### src/rtl/adder_display_pkg.sv
`default_nettype none
// ============================================================================
//  Module   : adder_display_pkg
//  Purpose  : Shared FSM state type and seven-segment constants for the
//             adder display sequencer.
//  Revision : 1.0  initial release
// ============================================================================
package adder_display_pkg;

    typedef enum logic [1:0] {
        S_IDLE = 2'd0,
        S_ADD  = 2'd1,
        S_CONV = 2'd2,
        S_SHOW = 2'd3
    } state_t;

    // Active-low segments, bit6 = a .. bit0 = g
    localparam logic [6:0] SEG_BLANK = 7'h7F;

    localparam logic [0:9][6:0] SEG_PATTERN = '{
        7'h01, 7'h4F, 7'h12, 7'h06, 7'h4C,
        7'h24, 7'h20, 7'h0F, 7'h00, 7'h04
    };

endpackage
`default_nettype wire

### src/rtl/seven_seg_decoder.sv
`default_nettype none
// ============================================================================
//  Module   : seven_seg_decoder
//  Purpose  : BCD digit to active-low seven-segment pattern; 10..15 blank.
//  Revision : 1.0  initial release
// ============================================================================
module seven_seg_decoder (
    input  logic [3:0] digit,
    output logic [6:0] seg
);
    import adder_display_pkg::*;

    always_comb begin
        seg = SEG_BLANK;
        if (digit <= 4'd9) begin
            seg = SEG_PATTERN[digit];
        end
    end

endmodule
`default_nettype wire

### src/rtl/adder_display_sequencer.sv
`default_nettype none
// ============================================================================
//  Module   : adder_display_sequencer
//  Purpose  : Adds two 4-bit operands, converts the sum to BCD and scans it
//             onto a two-digit multiplexed seven-segment display.
//             Option: DISPLAY_BLANK_LEADING_ZERO_EN blanks a zero tens digit.
//  Revision : 1.0  initial release
// ============================================================================
module adder_display_sequencer #(
    parameter int REFRESH_DIV = 16
) (
    input  logic       clk,
    input  logic       rst_n,
    input  logic       in_valid,
    output logic       in_ready,
    input  logic [3:0] a_in,
    input  logic [3:0] b_in,
    output logic [4:0] sum_out,
    output logic [3:0] tens_out,
    output logic [3:0] ones_out,
    output logic       result_valid,
    output logic [6:0] seg,
    output logic [1:0] an
);
    import adder_display_pkg::*;

    state_t      r_state;
    logic [3:0]  r_a;
    logic [3:0]  r_b;
    logic [15:0] r_refresh_cnt;
    logic        r_digit_sel;
    logic        r_shown;

    logic        w_handshake;
    logic [3:0]  w_conv_tens;
    logic [3:0]  w_conv_ones;
    logic        w_conv_done;
    logic        w_cnt_wrap;
    logic        w_sel_nxt;
    logic        w_shown_nxt;
    logic [3:0]  w_tens_nxt;
    logic [3:0]  w_ones_nxt;
    logic [3:0]  w_digit_nxt;
    logic [6:0]  w_seg_dec;
    logic [6:0]  w_seg_nxt;
    logic [1:0]  w_an_nxt;

    assign w_handshake = in_valid && in_ready;

    // Ones digit is computed modulo 16 on the low nibble: the true remainder
    // is below 10, so subtracting 30/20/10 mod 16 (14/4/10) is exact.
    always_comb begin
        w_conv_tens = 4'd0;
        w_conv_ones = sum_out[3:0];
        if (sum_out >= 5'd30) begin
            w_conv_tens = 4'd3;
            w_conv_ones = sum_out[3:0] - 4'd14;
        end else if (sum_out >= 5'd20) begin
            w_conv_tens = 4'd2;
            w_conv_ones = sum_out[3:0] - 4'd4;
        end else if (sum_out >= 5'd10) begin
            w_conv_tens = 4'd1;
            w_conv_ones = sum_out[3:0] - 4'd10;
        end
    end

    always_ff @(posedge clk or negedge rst_n) begin
        if (!rst_n) begin
            r_state      <= S_IDLE;
            in_ready     <= 1'b0;
            r_a          <= 4'd0;
            r_b          <= 4'd0;
            sum_out      <= 5'd0;
            tens_out     <= 4'd0;
            ones_out     <= 4'd0;
            result_valid <= 1'b0;
        end else begin
            result_valid <= 1'b0;
            case (r_state)
                S_IDLE, S_SHOW: begin
                    if (w_handshake) begin
                        r_a      <= a_in;
                        r_b      <= b_in;
                        r_state  <= S_ADD;
                        in_ready <= 1'b0;
                    end else begin
                        in_ready <= 1'b1;
                    end
                end
                S_ADD: begin
                    sum_out  <= {1'b0, r_a} + {1'b0, r_b};
                    r_state  <= S_CONV;
                    in_ready <= 1'b0;
                end
                S_CONV: begin
                    tens_out     <= w_conv_tens;
                    ones_out     <= w_conv_ones;
                    result_valid <= 1'b1;
                    r_state      <= S_SHOW;
                    in_ready     <= 1'b1;
                end
                default: begin
                    r_state  <= S_IDLE;
                    in_ready <= 1'b0;
                end
            endcase
        end
    end

    // Display outputs are registered from next-cycle values so seg/an change
    // on exactly the edge where digit_sel or the shown digits change.
    assign w_cnt_wrap  = (r_refresh_cnt == 16'(REFRESH_DIV - 1));
    assign w_sel_nxt   = r_digit_sel ^ w_cnt_wrap;
    assign w_conv_done = (r_state == S_CONV);
    assign w_shown_nxt = r_shown | w_conv_done;
    assign w_tens_nxt  = w_conv_done ? w_conv_tens : tens_out;
    assign w_ones_nxt  = w_conv_done ? w_conv_ones : ones_out;
    assign w_digit_nxt = w_sel_nxt ? w_tens_nxt : w_ones_nxt;

    seven_seg_decoder u_dec (
        .digit (w_digit_nxt),
        .seg   (w_seg_dec)
    );

    always_comb begin
        w_an_nxt  = 2'b11;
        w_seg_nxt = SEG_BLANK;
        if (w_shown_nxt) begin
            if (!w_sel_nxt) begin
                w_an_nxt  = 2'b10;
                w_seg_nxt = w_seg_dec;
            end else begin
`ifdef DISPLAY_BLANK_LEADING_ZERO_EN
                if (w_tens_nxt != 4'd0) begin
                    w_an_nxt  = 2'b01;
                    w_seg_nxt = w_seg_dec;
                end
`else
                w_an_nxt  = 2'b01;
                w_seg_nxt = w_seg_dec;
`endif
            end
        end
    end

    always_ff @(posedge clk or negedge rst_n) begin
        if (!rst_n) begin
            r_refresh_cnt <= 16'd0;
            r_digit_sel   <= 1'b0;
            r_shown       <= 1'b0;
            an            <= 2'b11;
            seg           <= SEG_BLANK;
        end else begin
            r_refresh_cnt <= w_cnt_wrap ? 16'd0 : r_refresh_cnt + 16'd1;
            r_digit_sel   <= w_sel_nxt;
            r_shown       <= w_shown_nxt;
            an            <= w_an_nxt;
            seg           <= w_seg_nxt;
        end
    end

endmodule
`default_nettype wire

### config.mk
export PLATFORM = sky130hd
export DESIGN_NAME = adder_display_sequencer
export DESIGN_NICKNAME = d
export VERILOG_FILES = /design/src/rtl/adder_display_pkg.sv /design/src/rtl/seven_seg_decoder.sv /design/src/rtl/adder_display_sequencer.sv
export SDC_FILE = /design/constraint.sdc
export NUM_CORES = 1
export LEC_CHECK = 0
export ABC_CLOCK_PERIOD_IN_PS = 2800
export CAP_MARGIN = 25
export CORE_UTILIZATION = 59
export CTS_BUF_LIST = sky130_fd_sc_hd__clkbuf_2 sky130_fd_sc_hd__clkbuf_4 sky130_fd_sc_hd__clkbuf_8
export DETAILED_ROUTE_END_ITERATION = 10
export DONT_BUFFER_PORTS = 1
export MAX_ROUTING_LAYER = met4
export PLACE_DENSITY = 0.8
export REMOVE_ABC_BUFFERS = 1
export SKIP_LAST_GASP = 1
export SYNTH_ARGS = -nofsm -noshare
export SYNTH_HDL_FRONTEND = slang
export SYNTH_SLANG_ARGS = --single-unit
export TNS_END_PERCENT = 100
### constraint.sdc
create_clock -name clk -period 2.8 [get_ports clk]
set_clock_uncertainty 0.1 [all_clocks]
set_input_delay 0 -clock clk [delete_from_list [all_inputs] [get_ports clk]]
set_output_delay 0 -clock clk [all_outputs]
set_load 0.01 [all_outputs]
Word-level counts from Yosys, hierarchy flattened

Memories as Yosys holds them, arrays and structs flattened.
Cells that the tools add are included.

Register bits: 52
Latch bits: 0
RAM bits: 0
ROM bits: 112
Input bits: 11
Output and inout bits: 24
Word-level logic and storage cells: 57
Memories kept: 1

Memory list:

| memory          | words | width | rd ports | clocked after Yosys merged registers in | wr ports | RTL line                | RTL |
|---|---|---|---|---|---|---|---|
| (no name shown) | 16    | 7     | 1        | 0                                       | 0        | seven_seg_decoder.sv:16 | `seg = SEG_PATTERN[digit];` |

Add/sub/neg operators: 5
Multiply operators: 0
Div/mod/pow operators: 0
$lt $le $gt $ge: 5
Equal/unequal tests: 5
Shift-type cells: 0
Mux-type cells: 21
Bitwise logic cells: 3
Reduce and logical (&&, ||, !) cells: 4

Operators by type and width:

| kind                                                               | number |
|---|---|
| two-way mux 4 bit                                                  | 7 |
| two-way mux 7 bit                                                  | 4 |
| adder 16 x 1 -> 16 bit (second input constant)                     | 1 |
| equality test 16 x 4 -> 1 bit (second input constant)              | 1 |
| two-way mux 16 bit                                                 | 1 |
| greater-or-equal comparator 5 bit (second input constant)          | 3 |
| two-way mux 2 bit                                                  | 4 |
| subtractor 4 bit (second input constant)                           | 2 |
| case mux 2 bit (3 select lines)                                    | 1 |
| adder 4 x 4 -> 5 bit                                               | 1 |
| greater-or-equal comparator 5 x 4 -> 1 bit (second input constant) | 1 |
| NOT 4 -> 5 bit                                                     | 1 |
| equality test 2 bit (second input constant)                        | 2 |
| <= comparator 4 bit (second input constant)                        | 1 |
| subtractor 4 x 3 -> 4 bit (second input constant)                  | 1 |
| two-way mux 1 bit                                                  | 3 |
| case mux 1 bit (3 select lines)                                    | 1 |
| equality test 2 x 1 -> 1 bit (second input constant)               | 1 |
| zero test 2 bit                                                    | 1 |
| inequality test 2 bit (second input constant)                      | 1 |
| AND reduction 2 bit                                                | 1 |
| OR reduction 2 bit                                                 | 1 |
| logical AND 1 bit                                                  | 1 |
| bitwise OR 1 bit                                                   | 1 |
| bitwise XOR 1 bit                                                  | 1 |

Longest topological paths before layout

Gate-level depths: netlist (run 1).

Word-level depth: 12
Depth in mapped cells: 13
Gate-level depth less buffers: 13

Cells and area by module

From an unflattened synthesis (run 1), not the netlist that was laid out.

Cells, all modules: 239
Area total of the unflattened synthesis: 2656.3 µm²

Modules (own cells, without submodules):

| module                  | instances | cells each | area each (µm²) | sequential area each (µm²) |
|---|---|---|---|---|
| adder_display_sequencer | 1         | 209        | 2448.6          | 1312.5 |
| seven_seg_decoder       | 1         | 30         | 207.7           | 0.0 |

Worst setup path after synthesis (run 1)

Ideal clock, no wire load.

Path type: register to register
Start: register sum_out[2]
End: register seg[6]
Setup time: 94 ps
Arrival: 2800 ps
Data required time: 2606 ps
Path slack: -194 ps
Cell stages (with the launch flop): 12
Buffers on the path: 0
Period minus slack after synthesis: 2994 ps
Path through: dfrtp_1 inv_1 ha_1 nor2b_4 a311oi_2 o21ai_0 mux2_2 mux2i_1 inv_1 ha_1 and3_1 or4_1

Word-level cells in the longest chain between the ends: 12
Elaborated cells on any way between the ends: 22
Classes of those cells: add/sub: 3; order compare: 4; mux: 13; bitwise: 1; memory: 1

Ends and longest elaborated chain:

| element                                              | RTL line                       | RTL |
|---|---|---|
| start, declared                                      | adder_display_sequencer.sv:18  | `output logic [4:0] sum_out,` |
| start signal, assigned                               | adder_display_sequencer.sv:91  | `sum_out <= {1'b0, r_a} + {1'b0, r_b};` |
| greater-or-equal comparator 5 x 4 -> 1 bit           | adder_display_sequencer.sv:61  | `end else if (sum_out >= 5'd10) begin` |
| two-way mux 1 bit                                    | adder_display_sequencer.sv:61  |  |
| two-way mux 2 bit                                    | adder_display_sequencer.sv:58  | `end else if (sum_out >= 5'd20) begin` |
| two-way mux 4 bit *                                  | adder_display_sequencer.sv:55  | `if (sum_out >= 5'd30) begin` |
| two-way mux 4 bit *                                  | n/a                            |  |
| named net w_tens_nxt[0]                              | adder_display_sequencer.sv:41  | `logic [3:0] w_tens_nxt;` |
| two-way mux 4 bit *                                  | adder_display_sequencer.sv:118 | `assign w_digit_nxt = w_sel_nxt ? w_tens_nxt : w_ones_nxt;` |
| NOT 4 -> 5 bit (implied by the code)                 | seven_seg_decoder.sv:16        |  |
| memory read (16 x 7 bit)                             | n/a                            |  |
| two-way mux 7 bit (implied by the code) (2 in a row) | seven_seg_decoder.sv:16        |  |
| two-way mux 7 bit *                                  | seven_seg_decoder.sv:15        | `if (digit <= 4'd9) begin` |
| two-way mux 7 bit *                                  | adder_display_sequencer.sv:128 | `if (w_shown_nxt) begin` |
| named net w_seg_nxt[6]                               | adder_display_sequencer.sv:45  | `logic [6:0] w_seg_nxt;` |
| end signal, assigned                                 | adder_display_sequencer.sv:158 | `seg <= w_seg_nxt;` |
| end, declared                                        | adder_display_sequencer.sv:22  | `output logic [6:0] seg,` |

Mark *: on every way through the listed nets, which the timed path passes. The rest lies on a longest branch. The select of a mux whose other input is x is not followed.
A chain may end at the register's enable or synchronous reset.

Final worst setup path (run 1)

Start: register sum_out[2]
End: register seg[3]

Word-level cells in the longest chain between the ends: 12
Elaborated cells on any way between the ends: 22
Classes of those cells: add/sub: 3; order compare: 4; mux: 13; bitwise: 1; memory: 1

Ends and longest elaborated chain:

| element                                                                        | RTL line |
|---|---|
| subtractor 4 bit or greater-or-equal comparator 5 x 4 -> 1 bit (tied branches) | adder_display_sequencer.sv:63, adder_display_sequencer.sv:61 |
| two-way mux 4 bit or two-way mux 1 bit (tied branches)                         | adder_display_sequencer.sv:61 |
| two-way mux 4 bit or two-way mux 2 bit (tied branches)                         | adder_display_sequencer.sv:58 |
| two-way mux 4 bit                                                              | adder_display_sequencer.sv:55 |
| two-way mux 4 bit (on tied branches)                                           | n/a |
| two-way mux 4 bit *                                                            | adder_display_sequencer.sv:118 |
| NOT 4 -> 5 bit (implied by the code)                                           | seven_seg_decoder.sv:16 |
| memory read (16 x 7 bit)                                                       | n/a |
| two-way mux 7 bit (implied by the code) (2 in a row)                           | seven_seg_decoder.sv:16 |
| two-way mux 7 bit *                                                            | seven_seg_decoder.sv:15 |
| two-way mux 7 bit *                                                            | adder_display_sequencer.sv:128 |
| named net w_seg_nxt[3]                                                         | adder_display_sequencer.sv:45 |

Marked as above.

==> results of run 1 <==
-- Yosys cell counts (2+ instances only) --
cell type,number
a21boi_0,2
a21o_1,3
a21oi_1,8
a31oi_1,3
and3_1,6
and4_1,2
buf_6,2
clkbuf_1,2
dfrtp_1,43
dfstp_2,9
ha_1,17
inv_1,16
mux2_2,11
mux2i_1,5
nand2_1,20
nand3_1,6
nor2_1,16
nor2b_1,5
nor3b_1,2
nor4_1,6
o21ai_0,7
or4_1,2
xnor2_1,13
xor2_1,5
-- path summary, 6_finish.rpt --
check / from / endpoint / depth (start not counted)
setup reg to reg: sum_out[2] / seg[3] / 9
min in group clk: in_valid / in_ready / 2
max in group asynchronous: rst_n / an[0] / 2
hold / removal: rst_n / tens_out[1] / 2
hold reg to reg: r_refresh_cnt[10] / r_refresh_cnt[10] / 1
setup / recovery: sum_out[2] / seg[3] / 9
-- state kept, by name (all words and copies together), names as in the netlist --
name,cells
in_ready,1
ones_out,4
r_b,4
seg,7
sum_out,5
r_shown,1
r_state,2
tens_out,4
r_digit_sel,1
result_valid,1
an,2
r_refresh_cnt,16
r_a,4
-- layout make-up --
class	instances	area [um2]	share of cell area, %
Inverter	17	63.81	1.895
Clock inverter	2	38.79	1.152
Timing Repair Buffer	62	510.5	15.16
Sequential cell	52	1313	38.97
Clock buffer	6	76.32	2.266
Tap cell	50	62.56	1.857
Multi-Input combinational cell	160	1304	38.71
-- repair_timing --
| item | in CTS | in global routing |
|---|---|---|
| hold endpoints to repair | 62 | 0 |
| endpoints found under the setup margin | 6 | 7 |
| pin swaps | 2 | 9 |
| setup buffers | 3 | 6 |
| resized for setup | 10 | 10 |
| hold buffers | 11 | 0 |
-- stage by stage --
step           std cells  total power [mW]  TNS [ns]
2_1_floorplan        229             2.139   -0.5820
3_3_place_gp         321             2.576   -0.3763
3_5_place_dp         321             2.652   -0.9886
4_1_cts              343             3.265   -0.2801
5_1_grt              349             3.699    -1.393
6_report             349             3.487   -0.9557
-- critical path: cells and delay by family (launching register included) --
kind	cells	cell delay, ns
simple gates	3	0.88
mux	1	0.60
fa+ha+maj	2	0.46
flops	1	0.43
compound gates	2	0.35
xor+xnor	1	0.16
-- routing by layer --
metal / share of wire [%] / track usage, %
met4: 2.4 / 10.71
met3: 4.7 / 5.263
met5: 0 / -
met2: 50 / 41.42
met1: 43 / 33.16
-- kinds of logic after synthesis --
group                      share of synthesized area, %
adders and majority gates                         8.844
and+or+nand+nor                                   13.69
xor gates and xnor gates                          6.610
DFF                                               49.88
buffers and inverters                             3.756
muxes                                             7.466
AOI/OAI and AO/OA                                 9.748
-- power by group through the flow --
stage / Sequential [mW] / Clock, mW / Combinational [mW]
finish: 1.18 / 0.532 / 1.77
detailed placement: 1.19 / 0 / 1.46
CTS: 1.17 / 0.536 / 1.56
global placement: 1.18 / 0 / 1.40
floorplan: 1.20 / 0 / 0.944
global route: 1.21 / 0.564 / 1.92
==> impl_metrics.py, run 1 <==
metrics = {
    "status": {
        "status": "finished with violations",
        "violations": "setup timing",
    },
    "finish": {
        "drive_gt1_share_pct": 34.45,
        "utilization_pct": 81.28,
        "diodes": 0,
        "final_common_cell": "buf_4",
        "final_cell_area_um2": 3368,
        "n_fill_cell": 226,
        "final_cell_mix": "buf_4, dfrtp_1, nand2_1",
        "nNetsFinal": 327,
        "area_growth_pct": 28.01,
    },
    "routing": {
        "post_drt_wl_per_cell_um": 17.20,
        "drt_iter0_drc": 164,
        "drc": 0,
        "finalWirelength_mm": 6.002,
        "first_pass_iters": 4,
        "vias": 1989,
        "ant_nets": 0,
        "vias_per_cell": 5.699,
    },
    "timing": {
        "final-max-slew-violation-count": 0,
        "worst_pin_slew_ns": 0.4460,
        "fin_hold_ws_ns": 0.08973,
        "finalSetupViolCount": 6,
        "max_freq_mhz": 329.9,
        "fin_crit_ns": 3.031,
        "timing.final.ws_setup_ns": -0.2315,
        "rsz0062_at_grt": "true",
        "relSlewSlack_pct": 70.15,
        "period_share_pct": 108.3,
        "finalHoldViolations": 0,
    },
    "global_routing": {
        "grt_pass1_wl_mm": 8.645,
        "grt_pass1_vias": 1890,
        "grt_overflow": 0,
        "grt_max_degree": 53,
        "grtUsageTotal_pct": 26.25,
        "antenna_found_initial": 0,
    },
    "critical_path": {
        "crit_path_end_kind": "flip-flop",
        "start_kind": "flip-flop",
        "crit_type": "flip-flop to flip-flop",
        "reg2reg_slack_ns": -0.23,
        "cp.arrival_ns": 3.17,
        "cp_slowest_stage_delay_ns": 0.60,
        "critPathMaxFanout": 4,
        "cpMaxStageDelayCell": "mux4_2",
        "crit_chain": "ha_1 > and4b_1 > a31oi_2 > o21ai_2 > xnor2_1 > mux4_2 > ha_4 > and3_4 > or4_4",
        "crit_required_ns": 2.94,
    },
    "placement": {
        "place_area_um2": 2974,
        "post-dp-hpwl_mm": 3.770,
        "io_buffer_count": 0,
        "place.gp.congestion": 0.8950,
        "dp_slack_ns": -0.2428,
    },
    "synthesis": {
        "yosysWarnings": 0,
        "syn_avg_cell_area_um2": 11.24,
        "synth-seq-area-share_pct": 49.88,
        "yosysUniqueCellTypes": 47,
        "synth_seq_cells": 52,
        "yosys.area.top_type": "dfrtp_1",
        "synth_edf_count": 0,
        "ys.flop_type": "dfrtp_1",
        "synth_area_leaders": "dfrtp_1, dfstp_2, ha_1, mux2_2, xnor2_1",
        "async_flop_share_pct": 100.0,
        "synth_cells": 234,
        "synth_area_um2": 2631,
        "synth_top_area_share_pct": 40.89,
    },
    "pwr": {
        "power.internal_mw": 2.153,
        "swShare_pct": 38.26,
        "clock_power_share_pct": 15.2,
        "p_leak_nw": 1.624,
        "p_per_area_nw_per_um2": 1035,
        "p_sw_mw": 1.334,
        "combinationalPowerShare_pct": 50.8,
        "pwr-share-seq_pct": 33.9,
        "irDropWorstVdd_uv": 623.6,
    },
    "cts": {
        "cts_root_buffer": "clkbuf_8",
        "clkSlewWorstSetupHoldPaths_ns": 0.10,
        "cts_buffers": 5,
        "insertion_delay_ns": 0.31,
        "clockBufferDepth": 2,
        "tritoncts": "yes",
        "htree_levels": 2,
        "clock_sinks": 52,
    },
    "floorplan": {
        "io_pins": 35,
        "die_w_um": 68.78,
        "core-area_um2": 4144,
        "rows": 23,
        "die_area_um2": 4731,
        "initial_core_util_pct": 63.50,
        "die_y_um": 68.78,
    },
    "min_path": {
        "hp-class": "input pin to async pin",
    },
    "job": {
        "max_cap_viol_count": 0,
    },
}
Note: power is estimated with default switching activity, not from simulation.
==> run 2: changes to the inputs <==
Settings changed: RECOVER_POWER from default to 50, SYNTH_HIERARCHICAL from default to 1.
==> run 2 against run 1 <==
Compared with the run above:
- routed wire length down 15%
- register-to-register slack better by 0.32 ns
- the flow now finishes without violations
- first-iteration DRC count fell by 57%
==> impl_metrics.py, run 2 <==
metrics = {
    "cts": {
        "clockBufferDepth": 2,
        "insertion_delay_ns": 0.30,
        "clock_sinks": 52,
        "htree_levels": 2,
        "cts_root_buffer": "clkbuf_8",
        "tritoncts": "yes",
        "cts_buffers": 5,
        "clkSlewWorstSetupHoldPaths_ns": 0.09,
    },
    "floorplan": {
        "rows": 24,
        "io_pins": 35,
        "core-area_um2": 4354,
        "die_w_um": 69.10,
        "die_area_um2": 4775,
        "die_y_um": 69.10,
        "initial_core_util_pct": 61.01,
    },
    "synthesis": {
        "synth_area_um2": 2656,
        "yosysWarnings": 6,
        "yosys.area.top_type": "dfrtp_1",
        "synth_area_leaders": "dfrtp_1, dfstp_2, ha_1, mux2_2, xnor2_1",
        "synth.most_common_cell": "dfrtp_1",
        "ys.flop_type": "dfrtp_1",
        "synth_top_cells_by_count": "dfrtp_1, ha_1, inv_1, nand2_1, nor2_1",
        "yosysUniqueCellTypes": 48,
        "syn_avg_cell_area_um2": 11.11,
        "synth_seq_cells": 52,
        "async_flop_share_pct": 100.0,
        "synth_top_area_share_pct": 40.51,
        "synth_cells": 239,
        "synth_edf_count": 0,
        "synth-seq-area-share_pct": 49.41,
    },
    "critical_path": {
        "crit_path_end_kind": "flip-flop",
        "path_buf_inv": 3,
        "crit_chain": "inv_2 > ha_2 > nand2b_4 > a21oi_2 > a2bb2oi_2 > mux2_4 > mux2_4 > inv_2 > buf_4 > ha_1 > a21oi_1 > a2bb2oi_1 > or2_2",
        "crit_family": "multiplexers",
        "cp_slowest_stage_delay_ns": 0.45,
        "cpMaxStageDelayCell": "dfrtp_1",
        "cp.arrival_ns": 2.84,
        "crit_type": "flip-flop to flip-flop",
        "critPathMaxFanout": 4,
        "start_kind": "flip-flop",
        "crit_required_ns": 2.93,
    },
    "finish": {
        "diodes": 0,
        "top_register": "r_refresh_cnt",
        "largest_reg_flops": 16,
        "final_cell_mix": "dfrtp_1, buf_4, nand2_1",
        "reg_top3": "r_refresh_cnt: 16 flops, seg: 7 flops, sum_out: 5 flops",
        "area_growth_pct": 20.96,
        "drive_gt1_share_pct": 34.04,
        "nNetsFinal": 310,
        "final_common_cell": "dfrtp_1",
    },
    "placement": {
        "io_buffer_count": 0,
        "dp_slack_ns": -0.1059,
        "place.gp.congestion": 0.8585,
        "post-dp-hpwl_mm": 3.248,
    },
    "timing": {
        "fin_crit_ns": 2.714,
        "finalHoldViolations": 0,
        "finalSetupViolCount": 0,
        "final-max-slew-violation-count": 0,
        "max_freq_mhz": 368.4,
        "worst_pin_slew_ns": 1.228,
        "relSlewSlack_pct": 18.15,
        "timing.final.ws_setup_ns": 0.08584,
        "fin_hold_ws_ns": 0.1193,
        "period_share_pct": 96.93,
    },
    "job": {
        "max_cap_viol_count": 0,
    },
    "global_routing": {
        "grt_pass1_wl_mm": 8.314,
        "grt_overflow": 0,
        "grt_max_degree": 53,
        "grt_pass1_vias": 1830,
        "grtUsageTotal_pct": 22.29,
        "antenna_found_initial": 0,
    },
    "pwr": {
        "total_power_mw": 3.258,
        "p_per_area_nw_per_um2": 1014,
        "irDropWorstVdd_uv": 653.4,
        "p_leak_nw": 1.478,
    },
    "routing": {
        "ant_nets": 0,
        "post_drt_wl_per_cell_um": 15.32,
        "drc": 0,
        "finalWirelength_mm": 5.117,
        "first_pass_iters": 4,
        "drt_iter0_drc": 71,
        "vias_per_cell": 5.775,
        "vias": 1929,
    },
    "min_path": {
        "hp-class": "input pin to flip-flop",
    },
    "status": {
        "status": "finished, final reports clean",
    },
}
==> run 2: final timing paths <==
kind                              startpoint                 to  depth (start not counted)  slack (ns)
hold / removal                      in_valid           in_ready                          2        0.12
setup / recovery                  sum_out[1]             seg[2]                         13        0.09
max in group asynchronous              rst_n        tens_out[3]                          2        1.44
hold reg to reg            r_refresh_cnt[15]  r_refresh_cnt[15]                          1        0.38
setup reg to reg                  sum_out[1]             seg[2]                         13        0.09
min in group asynchronous              rst_n   r_refresh_cnt[8]                          2        0.41
==> run 2: routing by layer <==
metal  up-vias  GRT usage (%)  share of wire, %
met2        44          36.57                51
li1        900              -                 -
met5         -              -                 0
met4         0          7.029               1.2
met1       977          28.46                43
met3         8          3.655               4.0
==> run 2: area by class of cell <==
type / count / area [um2]
clock buffer: 5 / 68.82
clock inverter: 3 / 42.54
fill: 287 / 1141
inverter: 18 / 67.56
multi-input combinational: 163 / 1323
sequential: 52 / 1313
tap: 52 / 65.06
timing repair buffer: 41 / 334.1
==> run 2: power breakdown <==
group / internal (mW) / switching, mW
Sequential: 0.984 / 0.186
Clock: 0.265 / 0.238
Combinational: 0.815 / 0.771
==> run 2: through the flow <==
step / area [um2] / util, % / setup TNS, ns / std cells
4_1_cts: 3133 / 71.95 / 0 / 330
6_report: 3213 / 73.79 / 0 / 334
5_1_grt: 3213 / 73.79 / -0.1386 / 334
2_1_floorplan: 2618 / - / 0 / 233
3_3_place_gp: 2878 / 66.09 / 0 / 311
3_5_place_dp: 2878 / 66.09 / -0.5052 / 311
==> run 2: timing repair <==
| item | 4_1_cts | 5_1_grt |
|---|---|---|
| endpoints found under the setup margin | 7 | 7 |
| buffers inserted | 0 | 4 |
| hold buffers | 11 | 0 |
| pin swaps | 0 | 8 |
| resized for setup | 7 | 22 |
| hold endpoints to repair | 62 | 0 |
==> run 2: logic make-up (layout without fill, tap and decap cells) <==
family / Yosys count / after routing / share of synthesized area, %
multiplexers: 20 / 20 / 8.479
flip-flops: 52 / 52 / 49.41
AO/OA/AOI/OAI: 36 / 36 / 8.950
buffers and inverters: 24 / 67 / 4.003
XOR/XNOR: 17 / 17 / 6.312
AND/OR/NAND/NOR: 72 / 72 / 14.08
adder cells (fa/ha/maj): 18 / 18 / 8.761
